==> src/rtl/data_sram_arbiter_if.sv <==
// rtl/data_sram_arbiter_if.sv - requester and SRAM signal bundle for the data SRAM arbiter
interface data_sram_arbiter_if;
    logic        m0_req;
    logic        m0_wr;
    logic [3:0]  m0_wstrb;
    logic [31:0] m0_addr;
    logic [31:0] m0_wdata;
    logic        m0_addr_ok;
    logic        m0_data_ok;
    logic [31:0] m0_rdata;

    logic        m1_req;
    logic        m1_wr;
    logic [3:0]  m1_wstrb;
    logic [31:0] m1_addr;
    logic [31:0] m1_wdata;
    logic        m1_addr_ok;
    logic        m1_data_ok;
    logic [31:0] m1_rdata;

    logic        sram_en;
    logic [3:0]  sram_we;
    logic [31:0] sram_addr;
    logic [31:0] sram_wdata;
    logic [31:0] sram_rdata;

    // Arbiter side: consumes requests and SRAM read data, drives handshakes and SRAM controls
    modport slave (
        input  m0_req, m0_wr, m0_wstrb, m0_addr, m0_wdata,
        input  m1_req, m1_wr, m1_wstrb, m1_addr, m1_wdata,
        input  sram_rdata,
        output m0_addr_ok, m0_data_ok, m0_rdata,
        output m1_addr_ok, m1_data_ok, m1_rdata,
        output sram_en, sram_we, sram_addr, sram_wdata
    );

    // Environment side: requesters plus the SRAM macro
    modport master (
        output m0_req, m0_wr, m0_wstrb, m0_addr, m0_wdata,
        output m1_req, m1_wr, m1_wstrb, m1_addr, m1_wdata,
        output sram_rdata,
        input  m0_addr_ok, m0_data_ok, m0_rdata,
        input  m1_addr_ok, m1_data_ok, m1_rdata,
        input  sram_en, sram_we, sram_addr, sram_wdata
    );
endinterface

==> src/rtl/data_sram_arbiter.sv <==
// rtl/data_sram_arbiter.sv - fixed-priority two-port arbiter for the single-port data SRAM
module data_sram_arbiter #(
    parameter int STARVE_LIMIT = 3
) (
    input  logic                  clk,
    input  logic                  resetn,
    data_sram_arbiter_if.slave    bus
);

    typedef enum logic [1:0] {
        GRANT_NONE = 2'd0,
        GRANT_M0   = 2'd1,
        GRANT_M1   = 2'd2
    } grant_t;

    localparam logic [3:0] LIMIT = 4'(STARVE_LIMIT);

    grant_t     grant;
    logic [3:0] wait_cnt;
    logic       resp_valid;
    logic       resp_id;

    // Port 0 wins by default; port 1 is forced through once it has been refused LIMIT times
    always_comb begin
        grant = GRANT_NONE;
        if (!resetn) begin
            grant = GRANT_NONE;
        end else if (bus.m1_req && (wait_cnt == LIMIT)) begin
            grant = GRANT_M1;
        end else if (bus.m0_req) begin
            grant = GRANT_M0;
        end else if (bus.m1_req) begin
            grant = GRANT_M1;
        end
    end

    // Handshake acknowledges and same-cycle SRAM drive from the granted port
    always_comb begin
        bus.m0_addr_ok = 1'b0;
        bus.m1_addr_ok = 1'b0;
        bus.sram_en    = 1'b0;
        bus.sram_we    = 4'h0;
        bus.sram_addr  = bus.m0_addr;
        bus.sram_wdata = bus.m0_wdata;
        case (grant)
            GRANT_M0: begin
                bus.m0_addr_ok = 1'b1;
                bus.sram_en    = 1'b1;
                bus.sram_we    = bus.m0_wr ? bus.m0_wstrb : 4'h0;
                bus.sram_addr  = bus.m0_addr;
                bus.sram_wdata = bus.m0_wdata;
            end
            GRANT_M1: begin
                bus.m1_addr_ok = 1'b1;
                bus.sram_en    = 1'b1;
                bus.sram_we    = bus.m1_wr ? bus.m1_wstrb : 4'h0;
                bus.sram_addr  = bus.m1_addr;
                bus.sram_wdata = bus.m1_wdata;
            end
            default: begin
            end
        endcase
    end

    // Count consecutive refused port-1 cycles; any grant or withdrawn request clears it
    always_ff @(posedge clk) begin
        if (!resetn) begin
            wait_cnt <= 4'd0;
        end else if (bus.m1_req && !bus.m1_addr_ok) begin
            if (wait_cnt != LIMIT) begin
                wait_cnt <= wait_cnt + 4'd1;
            end
        end else begin
            wait_cnt <= 4'd0;
        end
    end

    // Remember which port owns the SRAM response returning next cycle
    always_ff @(posedge clk) begin
        if (!resetn) begin
            resp_valid <= 1'b0;
            resp_id    <= 1'b0;
        end else if (grant != GRANT_NONE) begin
            resp_valid <= 1'b1;
            resp_id    <= (grant == GRANT_M1);
        end else begin
            resp_valid <= 1'b0;
        end
    end

    // Gating with resetn drops a response pending across a reset assertion
    assign bus.m0_data_ok = resetn && resp_valid && !resp_id;
    assign bus.m1_data_ok = resetn && resp_valid && resp_id;
    assign bus.m0_rdata   = bus.sram_rdata;
    assign bus.m1_rdata   = bus.sram_rdata;

endmodule
==> src/flat_wrapper.sv <==
// flat-port wrapper written by rule: the top's interface ports become plain ports
module data_sram_arbiter_flat 
#(
    parameter int STARVE_LIMIT = 3
)
  (clk, resetn, bus_m0_req, bus_m0_wr, bus_m0_wstrb, bus_m0_addr, bus_m0_wdata, bus_m1_req, bus_m1_wr, bus_m1_wstrb, bus_m1_addr, bus_m1_wdata, bus_sram_rdata, bus_m0_addr_ok, bus_m0_data_ok, bus_m0_rdata, bus_m1_addr_ok, bus_m1_data_ok, bus_m1_rdata, bus_sram_en, bus_sram_we, bus_sram_addr, bus_sram_wdata);
  data_sram_arbiter_if bus_i ();
  input  logic clk;
  input  logic resetn;
  input wire logic [$bits(bus_i.m0_req)-1:0] bus_m0_req;
  input wire logic [$bits(bus_i.m0_wr)-1:0] bus_m0_wr;
  input wire logic [$bits(bus_i.m0_wstrb)-1:0] bus_m0_wstrb;
  input wire logic [$bits(bus_i.m0_addr)-1:0] bus_m0_addr;
  input wire logic [$bits(bus_i.m0_wdata)-1:0] bus_m0_wdata;
  input wire logic [$bits(bus_i.m1_req)-1:0] bus_m1_req;
  input wire logic [$bits(bus_i.m1_wr)-1:0] bus_m1_wr;
  input wire logic [$bits(bus_i.m1_wstrb)-1:0] bus_m1_wstrb;
  input wire logic [$bits(bus_i.m1_addr)-1:0] bus_m1_addr;
  input wire logic [$bits(bus_i.m1_wdata)-1:0] bus_m1_wdata;
  input wire logic [$bits(bus_i.sram_rdata)-1:0] bus_sram_rdata;
  output wire logic [$bits(bus_i.m0_addr_ok)-1:0] bus_m0_addr_ok;
  output wire logic [$bits(bus_i.m0_data_ok)-1:0] bus_m0_data_ok;
  output wire logic [$bits(bus_i.m0_rdata)-1:0] bus_m0_rdata;
  output wire logic [$bits(bus_i.m1_addr_ok)-1:0] bus_m1_addr_ok;
  output wire logic [$bits(bus_i.m1_data_ok)-1:0] bus_m1_data_ok;
  output wire logic [$bits(bus_i.m1_rdata)-1:0] bus_m1_rdata;
  output wire logic [$bits(bus_i.sram_en)-1:0] bus_sram_en;
  output wire logic [$bits(bus_i.sram_we)-1:0] bus_sram_we;
  output wire logic [$bits(bus_i.sram_addr)-1:0] bus_sram_addr;
  output wire logic [$bits(bus_i.sram_wdata)-1:0] bus_sram_wdata;
  assign bus_i.m0_req = bus_m0_req;
  assign bus_i.m0_wr = bus_m0_wr;
  assign bus_i.m0_wstrb = bus_m0_wstrb;
  assign bus_i.m0_addr = bus_m0_addr;
  assign bus_i.m0_wdata = bus_m0_wdata;
  assign bus_i.m1_req = bus_m1_req;
  assign bus_i.m1_wr = bus_m1_wr;
  assign bus_i.m1_wstrb = bus_m1_wstrb;
  assign bus_i.m1_addr = bus_m1_addr;
  assign bus_i.m1_wdata = bus_m1_wdata;
  assign bus_i.sram_rdata = bus_sram_rdata;
  assign bus_m0_addr_ok = bus_i.m0_addr_ok;
  assign bus_m0_data_ok = bus_i.m0_data_ok;
  assign bus_m0_rdata = bus_i.m0_rdata;
  assign bus_m1_addr_ok = bus_i.m1_addr_ok;
  assign bus_m1_data_ok = bus_i.m1_data_ok;
  assign bus_m1_rdata = bus_i.m1_rdata;
  assign bus_sram_en = bus_i.sram_en;
  assign bus_sram_we = bus_i.sram_we;
  assign bus_sram_addr = bus_i.sram_addr;
  assign bus_sram_wdata = bus_i.sram_wdata;
  data_sram_arbiter #(.STARVE_LIMIT(STARVE_LIMIT)) u_core (.clk(clk), .resetn(resetn), .bus(bus_i));
endmodule
==> config.mk <==
export PLATFORM = sky130hd
export DESIGN_NAME = data_sram_arbiter_flat
export DESIGN_NICKNAME = d
export VERILOG_FILES = /design/src/rtl/data_sram_arbiter_if.sv /design/src/rtl/data_sram_arbiter.sv /design/src/flat_wrapper.sv
export SDC_FILE = /design/constraint.sdc
export NUM_CORES = 1
export LEC_CHECK = 0
export BUFFER_PORTS_ARGS = -buffer_cell sky130_fd_sc_hd__buf_2
export CORE_AREA = 5 5 116 118
export DETAILED_ROUTE_END_ITERATION = 16
export DIE_AREA = 0 0 121 123
export SLEW_MARGIN = 25
export SYNTH_ARGS = -nofsm -noshare
export SYNTH_HDL_FRONTEND = slang
export SYNTH_SLANG_ARGS = --single-unit
==> constraint.sdc <==
create_clock -name clk -period 3 [get_ports clk]
set_input_delay 0.45 -clock clk [delete_from_list [all_inputs] [get_ports clk]]
set_output_delay 0.45 -clock clk [all_outputs]
set_load 0.1 [all_outputs]
==> flow_results.org, run 1 <==
** Timing
- Timing would allow up to roughly 340 MHz.
- Setup-failing EPs final :: 0
- The final count of pins violating max slew is 0.
- Worst hold slack across all endpoints :: a little over 0.5 ns
- Skew final :: roughly 0.0028 ns
- Setup repair after global routing could not meet its margin everywhere.
- The number of hold violations in the final report came to 0.
- After layout, the worst path uses between 90 and 100% of the clock period.
- After layout, the minimum clock period comes to roughly 2.9 ns.
- Worst slew pin tran :: ~0.53 ns
- The worst path meets setup with around 0.08 ns of slack.
- Worst relative slew slack :: about two thirds

** Critical path
- The worst setup path is launched from a register.
- The worst register-to-register path ends at u_core.wait_cnt[0]$_SDFFE_PN0P_.
- STA puts the critical path data required time at roughly 2.6 ns.
- Data on the critical path arrives at its endpoint at about 2.5 ns.
- In this run the worst path has a maximum fanout of 40.
- The critical path is of the register to output port type.
- Endpoint type of the worst setup path :: output port
- FF-to-FF path depth :: 8
- The startpoint identified for the worst register-to-register timing path is u_core.wait_cnt[1]$_SDFFE_PN0P_.
- Across all register-to-register paths, the minimum setup slack is about 1 ns.

** Clocking
- Clock Tree Root :: clkbuf_16
- CTS H-Tree Depth :: 1
- Clock-pin slew reported for the worst setup and hold paths after clock tree synthesis :: roughly 0.03 ns
- # hold bufs at CTS :: 0
- TritonCTS built the clock tree.
- CTS Buf Count :: 3
- The tree built by TritonCTS fans out to 6 sinks.
- Maximum clock insertion buffer count :: 2
- Clk Latency, worst-skew pair :: 0.23 ns

** Drt
- WL/cell :: 14.6 um
- Detailed routing placed a total of approximately 4000 um of wire on met2.
- The detailed router used layers up to and including met5.
- DRC viols :: 0
- In this run the remaining antenna-violating nets after routing total 0.
- Wire segments on met3 add up to 951 um in the final route.
- Routed length on met1 :: about 2200 um
- Via count :: roughly 1800
- Initial DRT Pass Iterations :: 3
- Total wire length :: between 7000 and 8000 um
- Iteration-0 DRC count of the detailed router :: 25
- Vias/cell :: ~3.6

** GRT
- Congestion Overflow GR :: 0
- Aggregate global-route resource usage :: under 10%
- Maximum number of pins on one net before global-route repair :: 41
- Global-route wire length before repair :: ~9900 um
- The initial antenna violation count is 1.
- The number of global-route vias before repair was 1969.

** Synth
- Post-synthesis net count :: 361
- Register area share after synthesis :: 7.35%
- Post-synthesis instance area :: 1630 um2
- Synthesis produced about 180 cells.
- Cell types occupying the most area after synthesis :: mux2_2, buf_4, dfxtp_1, ha_1, nand3_1
- A synthesized cell averages 8.93 um2.
- Synth unique cells :: 23
- Of all cell types, the one taking the most synthesized area is mux2_2.
- After synthesis the netlist holds a flip-flop and latch count of 6.
- Proportion of netlist area held by the largest area contributor :: between 40% and 50%
- Yosys synthesis warning count :: 0

** Finish
- The number of antenna diodes in the final layout is 0.
- In the final design database the tool counted 510 nets.
- With fillers left out, the area of the finished cells amounts to 3660 um2.
- The library cells used most frequently in the layout, excluding fill and tap cells, are buf_2, buf_12, mux2_2.
- The area growth from synthesis to layout is 124%.
- Leaving out fill and tap cells, the most frequent cell in the layout is buf_2.
- Share of cells above drive strength 1 :: roughly 91%

** Hold path
- Hold Path Class :: primary input to register
- WHS Path Cells :: 2
- Hold path startpoint :: resetn
- The path with the worst hold slack has its endpoint at u_core.resp_valid$_SDFF_PN0_.

** Placed design
- In this run the tool buffered the top-level ports with roughly 210 buffer cells.
- DP HPWL :: 6740 um
- GP Congestion :: between 0.7 and 0.8
- Area of placed instances :: 3580 um2
- OpenSTA, run right after detailed placement, puts the worst setup slack at roughly 0.31 ns.

** Floorplanning
- In this run the vertical extent of the chip is roughly 120 um.
- I/O pin total :: between 300 and 400
- Placeable core region :: 12400 um2
- In this run the horizontal extent of the chip is roughly 120 um.
- The initial utilization of the core area, before any placement, comes to around an eighth.
- Full die area :: ~15000 um2
- Row cnt :: slightly above 40

** Pwr
- Power Dens Cells :: between 300 and 400 nW/um2
- The worst-case IR drop observed on VDD is about 0.17 mV.
- Total leakage power :: about 1.7 nW
- Total power after layout :: about 0.0013 W

** Run
- Max-cap violation count :: 0

** Status
- The run finished with clean final reports.
==> sequential cells by signal, summed over array words and instances, names as in the netlist <==
name / count
u_core.resp_valid: 1
u_core.resp_id: 1
u_core.wait_cnt: 4
==> metal layers <==
layer  track usage [%]  up-vias
met3              3.39       30
met5                 0        -
met4              2.48        2
met2              16.5      146
li1                  -      860
met1              8.22      791
==> synthesized netlist by cell type <==
cell type   n
dfxtp_1     6
clkbuf_1    1
buf_2       7
and3_1      2
a21oi_1     1
xor2_1      1
or2_2       1
mux2i_1     2
nor2_1      4
nand3_1    10
a21boi_0    4
or3b_4      1
mux2_2     64
buf_4      64
xnor2_1     1
ha_1        4
nand2b_1    1
nand3b_1    1
nor2b_1     2
a21o_2      1
nand2_1     2
or2_1       1
inv_1       2
==> worst max path at each step <==
stage,slack (ns),from,cells after the start,endpoint
after floorplan,0.01,u_core.wait_cnt[1]$_SDFFE_PN0P_,9,bus_sram_we[0]
after global placement,0.32,u_core.wait_cnt[1]$_SDFFE_PN0P_,8,bus_sram_addr[15]
after detailed placement,0.31,u_core.wait_cnt[0]$_SDFFE_PN0P_,8,bus_sram_addr[15]
after CTS,0.06,u_core.wait_cnt[0]$_SDFFE_PN0P_,8,bus_sram_addr[15]
after global routing,-0.0005,u_core.wait_cnt[1]$_SDFFE_PN0P_,8,bus_sram_addr[15]
final,0.08,u_core.wait_cnt[1]$_SDFFE_PN0P_,8,bus_sram_addr[11]
==> cell type report <==
class,count,area [um2]
Sequential cell,6,123
Clock buffer,3,75.1
Fill cell,1290,8700
Multi-Input combinational cell,103,1090
Inverter,2,7.51
Tap cell,172,215
Timing Repair Buffer,216,2150
==> timing repair <==
action / 4_1_cts / 5_1_grt
setup endpoints to repair: 0 / 2
gates resized for setup: 0 / 1
setup buffers: 0 / 0
hold endpoints to repair: 0 / 0
==> stage by stage <==
stage / util (%) / cells / setup TNS (ns)
after detailed placement: 29.0 / 499 / 0
final: 29.6 / 502 / 0
after global placement: 29.0 / 499 / 0
after CTS: 29.6 / 502 / 0
after floorplan: - / 183 / 0
after global routing: 29.6 / 502 / -0.000508
==> worst max-delay path, stage by stage, from the launching register on <==
cell,delay (ns)
dfxtp_2,0.35
ha_4,0.14
or3b_4,0.40
or2_1,0.26
nand3_2,0.10
ha_4,0.17
buf_16,0.22
mux2_2,0.40
buf_12,0.17
==> power breakdown <==
part / internal [W] / switching (W) / total [W]
Combinational: 0.000378 / 0.000626 / 0.00100
Clock: 0.000171 / 0.0000451 / 0.000216
Sequential: 0.0000830 / 0.00000221 / 0.0000853
==> cells by family (layout without fill, tap and decap cells) <==
family                     count (synthesis)  after routing  synth area share, %
and+or+nand+nor                           25             25                 8.27
muxes                                     66             66                 45.3
buffers and inverters                     74            221                 32.2
xor gates and xnor gates                   2              2                 1.07
AOI/OAI and AO/OA                          6              6                 2.68
adders and majority gates                  4              4                 3.06
DFF                                        6              6                 7.35
Power figures use the tool's default switching activity.
==> run 2, diff against run 1 <==
- CORE_AREA: 5 5 116 118 -> 5 5 119 121
- DIE_AREA: 0 0 121 123 -> 0 0 124 126
- clock period: 3 -> 3.6 ns (I/O delays scaled with it)
==> run 2 against run 1 <==
Compared with the run above: via count shrank 0.98%; worst setup slack gained 0.23 ns; flip-flop and latch count is the same; critical path type unchanged; register-to-register slack gained 0.35 ns; critical path depth is the same; routed wire length grew 9.5%; hold slack lost 0.017 ns.
==> flow_results.org, run 2 (synthesis results as in run 1) <==
** Placed design
- At the end of routability-driven placement, the weighted congestion stood at ~0.76.
- At the placement stage, the worst setup path has a slack of 0.534 ns.
- Input and output buffers added on the ports amount to 214.
- In this run, placement finished with an instance count of roughly 500.
- DP HPWL :: 7300 um

** Drt
- The detailed router put a total of 2540 um of wire on met1.
- Met2 wire len :: ~4100 um
- Initial DRT Pass Iterations :: 2
- Via count :: between 1500 and 2000
- After detailed routing, the average wire length per cell comes to roughly 16 um.
- DRC viols :: 0
- Routed signal wires occupy layers up through met4.
- Summed over all layers, the routed wires come to around 8000 um.
- After detailed routing, the number of vias per cell comes to between 3 and 4.
- The detail route stage leaves a number of antenna-violating nets equal to 0.
- Iteration-0 DRC count of the detailed router :: 21
- The routed design uses 1040 um of met3 wire.

** Critical path
- Endpoint type of the worst setup path :: output port
- STA puts the critical path data arrival time at 2.75 ns.
- Critical path class :: register to output port
- In this run the worst path has a maximum fanout of 31.
- Startpoint type of the worst setup path :: register
- STA puts the critical path data required time at slightly above 3 ns.

** Pwr
- The worst-case IR drop observed on VDD is approximately 0.16 mV.
- Power Dens Cells :: between 200 and 300 nW/um2
- In this run the static leakage power is approximately 1.7 nW.

** Floorplanning
- Placeable core region :: 13000 um2
- Row cnt :: 42
- The floorplan step set the die width to approximately 120 um.
- I/O pin total :: 311
- Once the floorplan was initialized, standard cells occupied about an eighth of the core.
- The floorplan step defined a die boundary enclosing 15600 um2.
- The floorplan step set the die height to 126 um.

** GRT
- Antenna violations before repair :: 0
- The number of global-route vias before repair is approximately 2100.
- Global routing finished with a remaining overflow of 0.
- Entering global routing, the biggest net connects 32 pins.
- Aggregate global-route resource usage :: under 10%
- Global-route wire length before repair :: 11200 um

** Status
- Outcome :: finished, final reports clean

** Clocking
- Maximum clock insertion buffer count :: 2
- The number of hold buffers added after CTS was 0.
- TritonCTS clock tree :: yes
- CTS Buf Count :: 3
- Number of cells upsized or downsized after cts :: 0
- Once the clock tree was built, the setup fixing pass inserted 0 buffers.
- The cell sitting at the root of the clock tree is a clkbuf_16.
- In this run the number of H-tree levels came out at 1.
- After clock tree synthesis, the clock-pin slew on the worst setup and hold paths is 0.03 ns.
- For the worst-skew pair, the clock arrives at the later sink with an insertion delay of approximately 0.22 ns.
- CTS Sinks :: 6

** Finish
- Non-filler cells in the finished layout :: approximately 510
- u_core.wait_cnt holds more flip-flops than any other register.
- Area growth from synthesis to layout :: 121%
- For this run, the share of the core covered by cells in the final layout is roughly 28%.
- Cells with a size suffix above 1 make up about nine tenths of the layout.
- Most common cell after layout, fill and taps aside :: buf_2
- In the layout the commonest cells are buf_2, buf_12, mux2_2.
- NumNets Final :: 511
- In the final layout, the registers with the most flip-flops are u_core.wait_cnt (4), u_core.resp_id (1), u_core.resp_valid (1).
- The number of antenna diodes in the final layout is 0.
- The register with the most flip-flops in the layout has 4 of them.

** Timing
- On the final layout, the worst hold slack is about 0.50 ns.
- Worst slew pin tran :: 0.490 ns
- The final count of pins violating max slew was 0.
- For the final database, setup skew stands at roughly 0.00032 ns.
- Setup repair after global routing missed its margin :: false
- Final Cycle Share :: 91.4%
- Min cycle time layout :: 3.29 ns
- The number of hold violations in the final report came to 0.
- Worst relative slew slack :: around 68%
- In the final timing run, aggregate negative setup slack is 0 ns.
- The worst path meets setup with ~0.3 ns of slack.
- Setup violations remaining at the end of the flow were counted as 0.
- Max Freq :: 304 MHz

** Hold path
- The worst hold path belongs to the class register to register.

** Run
- Max-cap violation count :: 0
## run 2: final cells by class
cell class                      count  area, um2
Clock buffer                        3       75.1
Fill cell                        1360       9370
Inverter                            2       7.51
Multi-Input combinational cell    103       1040
Sequential cell                     6        120
Tap cell                          176        220
Timing Repair Buffer              217       2140
## run 2: where the power goes
group,total (W),internal (W),switching [W]
logic,0.000836,0.000313,0.000523
registers,0.0000703,0.0000690,0.00000136
clock network,0.000176,0.000142,0.0000337
## run 2: path summary, 6_finish.rpt
check                                                startpoint                               to  slack [ns]  cells past startpoint
worst max-delay path            u_core.wait_cnt[0]$_SDFFE_PN0P_                bus_sram_wdata[3]        0.31                      8
worst min-delay path            u_core.wait_cnt[2]$_SDFFE_PN0P_  u_core.wait_cnt[2]$_SDFFE_PN0P_        0.50                      2
worst max register to register  u_core.wait_cnt[0]$_SDFFE_PN0P_  u_core.wait_cnt[0]$_SDFFE_PN0P_        1.36                      8
worst min register to register  u_core.wait_cnt[2]$_SDFFE_PN0P_  u_core.wait_cnt[2]$_SDFFE_PN0P_        0.50                      2
## run 2: worst max-delay path, stage by stage (launching register included)
cell and delay [ns]:
dfxtp_1 0.36, ha_1 0.20, or3b_4 0.42, or2_1 0.23
nand3_1 0.15, ha_4 0.32, buf_12 0.23, mux2_2 0.40
buf_12 0.17
## run 2: stage by stage
step,area [um2],power [W]
floorplan,1680,0.000900
global placement,3530,0.000911
detailed placement,3530,0.000913
CTS,3610,0.00109
global route,3610,0.00112
finish,3610,0.00108
## run 2: layer usage
| metal | up-vias | GRT usage [%] |
|---|---|---|
| met3 | 22 | 3.68 |
| li1 | 862 | - |
| met5 | - | 0 |
| met2 | 166 | 17.5 |
| met1 | 761 | 8.67 |
| met4 | 0 | 4.06 |
